===== config.mk =====
export PLATFORM = sky130hd
export DESIGN_NAME = nw_strategy_arbiter
export DESIGN_NICKNAME = d
export VERILOG_FILES = /design/src/rtl/nw_strategy_arbiter.sv
export SDC_FILE = /design/constraint.sdc
export NUM_CORES = 1
export LEC_CHECK = 0
export ABC_AREA = 1
export CAP_MARGIN = 20
export CORE_MARGIN = 1
export CORE_UTILIZATION = 42
export CTS_CLUSTER_SIZE = 14
export DETAILED_ROUTE_END_ITERATION = 6
export GPL_TIMING_DRIVEN = 0
export HOLD_SLACK_MARGIN = 0.08
export PLACE_DENSITY_LB_ADDON = 0.1
export SYNTH_ARGS = -nofsm -noshare
export SYNTH_HDL_FRONTEND = slang
export SYNTH_SLANG_ARGS = --single-unit

===== constraint.sdc =====
create_clock -name clk -period 6.5 [get_ports clk]
set_clock_uncertainty 0.1 [all_clocks]
set_input_delay 0.65 -clock clk [delete_from_list [all_inputs] [get_ports clk]]
set_output_delay 0.65 -clock clk [all_outputs]
set_load 0.02 [all_outputs]

===== src/rtl/nw_strategy_arbiter.sv =====
// N-channel valid/ready arbiter with run-time selectable policy:
// fixed priority, round-robin or weighted round-robin.
// Ports: clk, rst_n (async low), mode_i, weights_i, in_valid_i,
// in_data_i, in_ready_o, out_valid_o, out_data_o, out_ch_o,
// out_ready_i, mode_active_o.
module nw_strategy_arbiter #(
  parameter int NUM_CH   = 4,
  parameter int DATA_W   = 32,
  parameter int WEIGHT_W = 4
) (
  input  logic                       clk,
  input  logic                       rst_n,
  input  logic [1:0]                 mode_i,
  input  logic [NUM_CH*WEIGHT_W-1:0] weights_i,
  input  logic [NUM_CH-1:0]          in_valid_i,
  input  logic [NUM_CH*DATA_W-1:0]   in_data_i,
  output logic [NUM_CH-1:0]          in_ready_o,
  output logic                       out_valid_o,
  output logic [DATA_W-1:0]          out_data_o,
  output logic [$clog2(NUM_CH)-1:0]  out_ch_o,
  input  logic                       out_ready_i,
  output logic [1:0]                 mode_active_o
);

  localparam int CH_W = $clog2(NUM_CH);

  logic                r_valid;
  logic [DATA_W-1:0]   r_data;
  logic [CH_W-1:0]     r_ch;
  logic [1:0]          r_mode;
  logic [CH_W-1:0]     r_ptr;
  logic [WEIGHT_W-1:0] r_cnt;

  logic                w_load_en;
  logic                w_any;
  logic                w_xfer;
  logic                w_rr;
  logic                w_found;
  logic [CH_W-1:0]     w_idx;
  logic [CH_W-1:0]     w_gnt;
  logic [CH_W-1:0]     w_gnt_nxt;
  logic [WEIGHT_W-1:0] w_wt_raw;
  logic [WEIGHT_W-1:0] w_wt;
  logic [WEIGHT_W-1:0] w_c;
  logic                w_burst_end;

  // (p + k) mod NUM_CH; one extra bit holds the pre-wrap sum,
  // so non-power-of-two channel counts wrap correctly.
  function automatic logic [CH_W-1:0] f_wrap(
    input logic [CH_W-1:0] p,
    input int              k
  );
    logic [CH_W:0] s;
    s = {1'b0, p} + (CH_W+1)'(k);
    if (s >= (CH_W+1)'(NUM_CH))
      s = s - (CH_W+1)'(NUM_CH);
    return s[CH_W-1:0];
  endfunction

  assign w_load_en = !r_valid || out_ready_i;
  assign w_any     = |in_valid_i;
  assign w_xfer    = w_load_en && w_any;
  assign w_rr      = (r_mode == 2'd1) || (r_mode == 2'd2);

  // Priority search: from index 0 for fixed priority (and the
  // reserved mode), from r_ptr with wrap for the RR policies.
  always_comb begin
    w_found = 1'b0;
    w_gnt   = '0;
    w_idx   = '0;
    for (int k = 0; k < NUM_CH; k++) begin
      w_idx = w_rr ? f_wrap(r_ptr, k) : CH_W'(k);
      if (!w_found && in_valid_i[w_idx]) begin
        w_found = 1'b1;
        w_gnt   = w_idx;
      end
    end
  end

  assign w_wt_raw    = weights_i[int'(w_gnt)*WEIGHT_W +: WEIGHT_W];
  assign w_wt        = (w_wt_raw == '0) ? WEIGHT_W'(1) : w_wt_raw;
  assign w_c         = (w_gnt == r_ptr) ? r_cnt : '0;
  assign w_burst_end = (w_c >= (w_wt - WEIGHT_W'(1)));
  assign w_gnt_nxt   = f_wrap(w_gnt, 1);

  always_comb begin
    in_ready_o = '0;
    if (rst_n && w_xfer)
      in_ready_o[w_gnt] = 1'b1;
  end

  always_ff @(posedge clk or negedge rst_n) begin
    if (!rst_n) begin
      r_valid <= 1'b0;
      r_data  <= '0;
      r_ch    <= '0;
      r_mode  <= 2'd0;
      r_ptr   <= '0;
      r_cnt   <= '0;
    end else begin
      if (w_xfer) begin
        r_valid <= 1'b1;
        r_data  <= in_data_i[int'(w_gnt)*DATA_W +: DATA_W];
        r_ch    <= w_gnt;
        unique case (r_mode)
          2'd1: r_ptr <= w_gnt_nxt;
          2'd2: begin
            if (w_burst_end) begin
              r_ptr <= w_gnt_nxt;
              r_cnt <= '0;
            end else begin
              r_ptr <= w_gnt;
              r_cnt <= w_c + WEIGHT_W'(1);
            end
          end
          default: ;
        endcase
      end else if (out_ready_i) begin
        r_valid <= 1'b0;
      end
      // Policy swaps only when fully drained and idle; this cannot
      // coincide with a transfer since no channel is valid.
      if (!r_valid && !w_any) begin
        r_mode <= mode_i;
        r_ptr  <= '0;
        r_cnt  <= '0;
      end
    end
  end

  assign out_valid_o   = r_valid;
  assign out_data_o    = r_data;
  assign out_ch_o      = r_ch;
  assign mode_active_o = r_mode;

endmodule


* Word-level counts from Yosys, hierarchy flattened
Cells that the tools add are included.
** Storage, ports and cells
- Bits of input ports :: 153
- Register bits :: 43
- Output and inout port bits :: 41
** Cells by class
- Reduce and logical (&&, ||, !) cells :: 22
- $add $sub $neg :: 11
- Eq/ne operators :: 3
- Muxes and demuxes :: 39
- $lt $le $gt $ge :: 12
- Shifts and indexed selects :: 2
** Operators by type and width (count)
- $shiftx A128 B8 Y32 :: 1
- $mux W2 :: 16
- $mux W4 :: 7
- $shiftx A16 B5 Y4 :: 1
- $lt A2 B3 Y1 const B :: 5
- $ge A3 B3 Y1 const B :: 4
- $mux W1 :: 10
- $sub A2 B1 Y2 const B :: 5
- $bmux W1 S2 :: 4
- $logic_and A1 B1 Y1 :: 7
- $add A2 B1 Y3 const B :: 2
- $add A2 B2 Y3 const B :: 2
- $reduce_bool A2 Y1 :: 3
- $logic_not A1 Y1 :: 5
- $add A4 B1 Y4 const B :: 1
- $ge A4 B4 Y1 :: 1
- $logic_not A4 Y1 :: 1
- $pmux W2 S2 :: 1
- $reduce_and A2 Y1 :: 2
- $reduce_or A4 Y1 :: 1
- $sub A4 B1 Y4 const B :: 1
- $ge A2 B3 Y1 const B :: 1
- $reduce_bool A3 Y1 :: 1
- $demux W1 S2 :: 1
- 5 further kinds :: 6

* Logic depth before layout (Yosys ltp)
- Depth after elaboration :: 24
- Gate-level depth with buffers :: 30
- Gate-level depth less buffers :: 29

* Worst setup path before layout
OpenSTA, ideal clock, no wires.
- Path kind :: register to register
- Start point :: register r_mode[0], in the netlist mode_active_o[0]
- End point :: register r_cnt[3]
- Buffers on the path :: 1
- Clock period less this slack :: 3796 ps
- Arrival time :: 3631 ps
- Cell stages (with the launch flop) :: 29
- Setup slack :: 2704 ps
- Required time :: 6335 ps
- Setup time :: 65 ps
- Path through :: dfrtp_1 -> inv_1 -> ha_1 -> inv_2 -> nand2_4 -> nand2_1 -> nand2_1 -> nand2_2 -> inv_1 -> nor2_1 -> nand2_1 -> nand3_2 -> nand2_2 -> buf_4 -> nand2_1 -> nand2_1 -> o21ai_1 -> nand3_1 -> nand2_1 -> inv_1 -> ha_1 -> ha_1 -> a21oi_1 -> o21ai_0 -> nor3_1 -> nand2_1 -> inv_1 -> nand3_1 -> nand2_1
** On the way
- Cells in the longest elaborated chain, start to end :: 24
- Elaborated cells on any way between the ends :: 42
- Those cells by class :: add/sub: 2; order compare: 1; eq/ne: 3; shift: 1; mux: 25; reduce/logical: 10
** RTL lines
- start, declared :: RTL line 30 : logic [1:0] r_mode;
- start signal, assigned :: RTL line 124 : r_mode <= mode_i;
- $eq A2 B1 Y1 or $eq A2 B2 Y1 (tied branches) :: RTL line 63, 105
- $logic_or A1 B1 Y1 :: RTL line 63 : assign w_rr = (r_mode == 2'd1) || (r_mode == 2'd2);
- $mux W2 :: RTL line 72 : w_idx = w_rr ? f_wrap(r_ptr, k) : CH_W'(k);
- $bmux W1 S2 :: RTL line 73 : if (!w_found && in_valid_i[w_idx]) begin
- $mux W1 (implied by the code) :: RTL line 73
- $mux W1 :: RTL line 73
- $logic_not A1 Y1 :: RTL line 73
- $logic_and A1 B1 Y1 :: RTL line 73
- [... 8 more ...]
- $logic_not A4 Y1 :: RTL line 81 : assign w_wt = (w_wt_raw == '0) ? WEIGHT_W'(1) : w_wt_raw;
- $mux W4 :: RTL line 81
- $sub A4 B1 Y4 :: RTL line 83 : assign w_burst_end = (w_c >= (w_wt - WEIGHT_W'(1)));
- $ge A4 B4 Y1 :: RTL line 83
- $mux W4 :: RTL line 108 : if (w_burst_end) begin
- $mux W4 :: RTL line 105 : unique case (r_mode)
- $mux W4 :: RTL line 101 : if (w_xfer) begin
- $mux W4 :: RTL line 123 : if (!r_valid && !w_any) begin
- end signal, assigned :: RTL line 113 : r_cnt <= w_c + WEIGHT_W'(1);
- end, declared :: RTL line 32 : logic [WEIGHT_W-1:0] r_cnt;
Several ways; a longest one is shown, not always the timed one. The select of a mux whose other input is x is not followed.
A chain may end at the register's enable or synchronous reset.

* Worst setup path after layout
Same ends and word-level chain as after synthesis.

==> summary.md <==
| Metric | Value |
|---|---|
| Nets@finish | `914` |
| CTS Root Buffer Type | `sky130_fd_sc_hd__clkbuf_8` |
| Synth top area share | `32.8%` |
| Global-route usage over all layers | `28.4%` |
| Final clock period utilization by the worst path | `66.6%` |
| Sequential element share of the synthesized area | `31.2%` |
| Post-detailed-routing wire length | `12300 um` |
| R2R Setup Slk | `2.17 ns` |
| Synth area leader | `sky130_fd_sc_hd__nand2_1` |
| Maximum fanout count along the critical path | `10` |
| FF-to-FF path depth | `29` |
| Reg-to-reg startpoint | `mode_active_o[0]` |
| Global-route wire length before repair | `19100 um` |
| Endpoint arrival time on the critical path | `4.46 ns` |
| Fraction of the core area covered by cells at the end of the flow | `71.4%` |
| Count of inserted antenna diode cells | `0` |
| Reg-to-Reg End | `r_cnt[3]` |
| Sinks on Clock Net | `43` |
| Number of violations reported at the end of detailed-routing iteration 0 | `192` |
| Crit end category | `register` |
| Synth area leaders | `sky130_fd_sc_hd__nand2_1 (33%), sky130_fd_sc_hd__dfrtp_1 (31%), sky130_fd_sc_hd__nand3b_1 (7.0%)` |
| Tmin final | `4.33 ns` |
| Clk buf depth | `2` |
| Cell row count | `32` |
| Number of routed nets with antenna violations | `0` |
| Initial antenna violation count | `0` |
| Combinational Power Share | `77.6%` |
| Buf/Inv on CP | `7` |
| Number of distinct library cells after synthesis | `29` |
| Number of buffers inserted by post-CTS setup repair | `0` |
| Sw Pwr | `1.46 mW` |
| CP dominant cell by count | `sky130_fd_sc_hd__nand2_1` |
| Area of the mapped netlist | `3450 um^2` |
| Area Growth Syn to Fin | `62.6%` |
| Endpoints failing hold | `0` |
| Overall die width | `92.6 um` |
| Post-synthesis area per instance | `6.28 um^2` |
| Finish-stage setup viols | `0` |
| Insertion delay of the later-clocked pin in the worst-skew pair | `0.30 ns` |
| Status | `complete, no violations` |
| Length of routed met3 wiring | `947 um` |
| Switching power as a share of total power | `52.9%` |
| Maximum vdd drop | `0.229 mV` |
| Placed inst area | `5520 um^2` |
| Clock tree from TritonCTS | `built` |
| Layout cell share with drive strength beyond 1 | `6.66%` |
| Metal-1 WL | `5110 um` |
| Final HPWL from detailed placement | `9570 um` |
| Internal Power | `1.30 mW` |
| Weighted congestion at the end of routability-driven global placement | `0.909` |
| Standby leakage power | `2.74 nW` |
| DR WL met2 | `5920 um` |
| Effective utilization at floorplan | `43.9%` |
| Grt total ovfl | `0` |
| Library cell contributing the largest single delay on the critical path | `sky130_fd_sc_hd__nor3_1` |
| Vias per cell | `4.96` |
| Flip-flop and latch count after synthesis | `43` |
| Startpoint class of the critical path | `register` |
| Number of buffers inserted by hold repair at cts | `0` |
| Crit-path max cell delay | `0.46 ns` |
| Transition at the pin with the smallest max-transition slack | `0.584 ns` |
| Fin Hold WS | `0.209 ns` |
| Final setup TNS | `0 ns` |
| Fmax | `231 MHz` |
| Worst-case headroom to the max-slew limit | `60.7%` |
| Worst min path class | `in2async` |
| Via count of the first global-routing pass | `4038` |
| Pin count of the biggest net entering global routing | `26` |
| Routed len/inst | `14.4 um` |
| Die Y-Extent | `92.6 um` |
| Port-buffer cells | `193` |
| Setup repair after global routing missed its margin | `no` |
| Die Footprint | `8570 um^2` |
| Boundary Pins | `194` |
| Clk pwr share | `6.3%` |
| Sequential Power Share | `16.2%` |
| Post-route cell area | `5610 um^2` |
| Yosys warning count | `0` |
| Resized cells post-CTS | `0` |
| Data required time of the worst path | `6.63 ns` |
| Filler cell count in the final layout | `656` |
| Detailed Routing Iterations Pass 1 | `4` |
| # H-tree levels | `2` |
| Reg clk slew, reported paths | `0.09 ns` |
| Top routing layer in use | `met4` |
| Mapped Nets | `713` |
| Synthesized instance count | `549` |
| Max-Cap Viols | `0` |
| TritonCTS buffer count | `5` |
| Number of remaining DRC errors | `0` |
| Max Transition Viols Final | `0` |
| Via count | `4235` |
| Total power per unit cell area | `492 nW/um^2` |
| Placeable core area | `7850 um^2` |
| WS Path Type | `reg2reg` |
| Cell family with most CP delay | `simple AND/OR/NAND/NOR gates` |
-- cell usage in the layout, fill, tap and decap left out --
master,instances
sky130_fd_sc_hd__nand2_1,301
sky130_fd_sc_hd__o21ai_0,8
sky130_fd_sc_hd__inv_4,1
sky130_fd_sc_hd__buf_6,6
sky130_fd_sc_hd__a31oi_2,1
sky130_fd_sc_hd__inv_2,6
sky130_fd_sc_hd__ha_1,11
sky130_fd_sc_hd__clkbuf_1,4
sky130_fd_sc_hd__buf_2,11
sky130_fd_sc_hd__o22ai_1,1
sky130_fd_sc_hd__nand3_2,3
sky130_fd_sc_hd__clkbuf_8,5
sky130_fd_sc_hd__a21oi_1,35
sky130_fd_sc_hd__nor2_1,16
sky130_fd_sc_hd__inv_1,28
sky130_fd_sc_hd__nand3_1,21
sky130_fd_sc_hd__clkinvlp_4,1
sky130_fd_sc_hd__nor2_2,2
sky130_fd_sc_hd__nand4_1,3
sky130_fd_sc_hd__o2111ai_1,1
sky130_fd_sc_hd__clkdlybuf4s50_1,192
sky130_fd_sc_hd__xor2_1,2
sky130_fd_sc_hd__nor3_1,1
sky130_fd_sc_hd__nor4_1,1
sky130_fd_sc_hd__nor2_4,1
sky130_fd_sc_hd__o21ai_1,1
sky130_fd_sc_hd__clkinv_2,1
sky130_fd_sc_hd__nand2_4,1
sky130_fd_sc_hd__mux2_2,1
sky130_fd_sc_hd__nand2_2,3
sky130_fd_sc_hd__nand3b_1,32
sky130_fd_sc_hd__buf_4,6
sky130_fd_sc_hd__buf_12,1
sky130_fd_sc_hd__dfrtp_1,43
-- per-layer routing --
| layer | track usage (%) | up-vias |
|---|---|---|
| met4 | 8.72 | 0 |
| li1 | - | 2125 |
| met1 | 34.9 | 1902 |
| met5 | 0 | - |
| met2 | 50.1 | 184 |
| met3 | 5.09 | 24 |
-- cells by family (layout without fill, tap and decap cells) --
family | count (synthesis) | after routing | share of synthesized area, %
AO/OA/AOI/OAI | 47 | 47 | 7.19
buffers and inverters | 60 | 262 | 8.93
multiplexers | 1 | 1 | 0.327
adder cells (fa/ha/maj) | 11 | 11 | 3.99
flip-flops | 43 | 43 | 31.2
AND/OR/NAND/NOR | 385 | 385 | 47.8
XOR/XNOR | 2 | 2 | 0.508
-- sequential cells by signal, indices dropped and copies added (netlist names) --
register / count
out_valid_o: 1
out_ch_o: 2
out_data_o: 32
r_ptr: 2
r_cnt: 4
mode_active_o: 2
-- cell usage after synthesis --
master                      number
sky130_fd_sc_hd__a21oi_1        35
sky130_fd_sc_hd__a31oi_2         1
sky130_fd_sc_hd__buf_2          10
sky130_fd_sc_hd__buf_4           6
sky130_fd_sc_hd__buf_6           6
sky130_fd_sc_hd__clkbuf_1        3
sky130_fd_sc_hd__dfrtp_1        43
sky130_fd_sc_hd__ha_1           11
sky130_fd_sc_hd__inv_1          28
sky130_fd_sc_hd__inv_2           6
sky130_fd_sc_hd__inv_4           1
sky130_fd_sc_hd__mux2_2          1
sky130_fd_sc_hd__nand2_1       301
sky130_fd_sc_hd__nand2_2         3
sky130_fd_sc_hd__nand2_4         1
sky130_fd_sc_hd__nand3_1        21
sky130_fd_sc_hd__nand3_2         3
sky130_fd_sc_hd__nand3b_1       32
sky130_fd_sc_hd__nand4_1         3
sky130_fd_sc_hd__nor2_1         16
sky130_fd_sc_hd__nor2_2          2
sky130_fd_sc_hd__nor2_4          1
sky130_fd_sc_hd__nor3_1          1
sky130_fd_sc_hd__nor4_1          1
sky130_fd_sc_hd__o2111ai_1       1
sky130_fd_sc_hd__o21ai_0         8
sky130_fd_sc_hd__o21ai_1         1
sky130_fd_sc_hd__o22ai_1         1
sky130_fd_sc_hd__xor2_1          2
-- stage by stage --
stage               cells  setup slack [ns]  power [mW]
detailed placement    845              2.05        2.58
CTS                   853              2.21        2.76
global placement      844              1.90        2.51
global route          853              1.69        3.02
finish                853              2.17        2.76
floorplan             549              2.70        1.86
-- how the worst max path moves through the flow --
| stage | from | to | slack (ns) | cells after the start |
|---|---|---|---|---|
| 3_3_place_gp | rst_n | in_ready_o[2] | 1.90 | 4 |
| 4_1_cts | mode_active_o[0] | r_ptr[0] | 2.21 | 28 |
| 6_report | mode_active_o[0] | r_cnt[3] | 2.17 | 29 |
| 2_1_floorplan | mode_active_o[0] | r_cnt[3] | 2.70 | 28 |
| 3_5_place_dp | in_valid_i[2] | r_cnt[2] | 2.05 | 26 |
| 5_1_grt | mode_active_o[0] | r_cnt[3] | 1.69 | 29 |
-- cell type report --
class / count / area [um^2] / share of cell area [%]
plain buffers: 25 / 174 / 3.10
clock buffers: 6 / 72.6 / 1.29
clock inverters: 2 / 12.5 / 0.223
inverters: 35 / 134 / 2.39
multi-input cells: 446 / 2060 / 36.8
flip-flops and latches: 43 / 1080 / 19.2
well taps: 102 / 128 / 2.28
repair buffers: 194 / 1950 / 34.7
-- power by group through the flow --
stage | registers [mW] | clock network, mW | logic [mW]
6_report | 0.446 | 0.173 | 2.14
5_1_grt | 0.458 | 0.184 | 2.38
4_1_cts | 0.445 | 0.175 | 2.14
3_5_place_dp | 0.446 | 0 | 2.13
3_3_place_gp | 0.444 | 0 | 2.07
2_1_floorplan | 0.565 | 0 | 1.29
No activity file was read; power rests on OpenSTA's default activity.
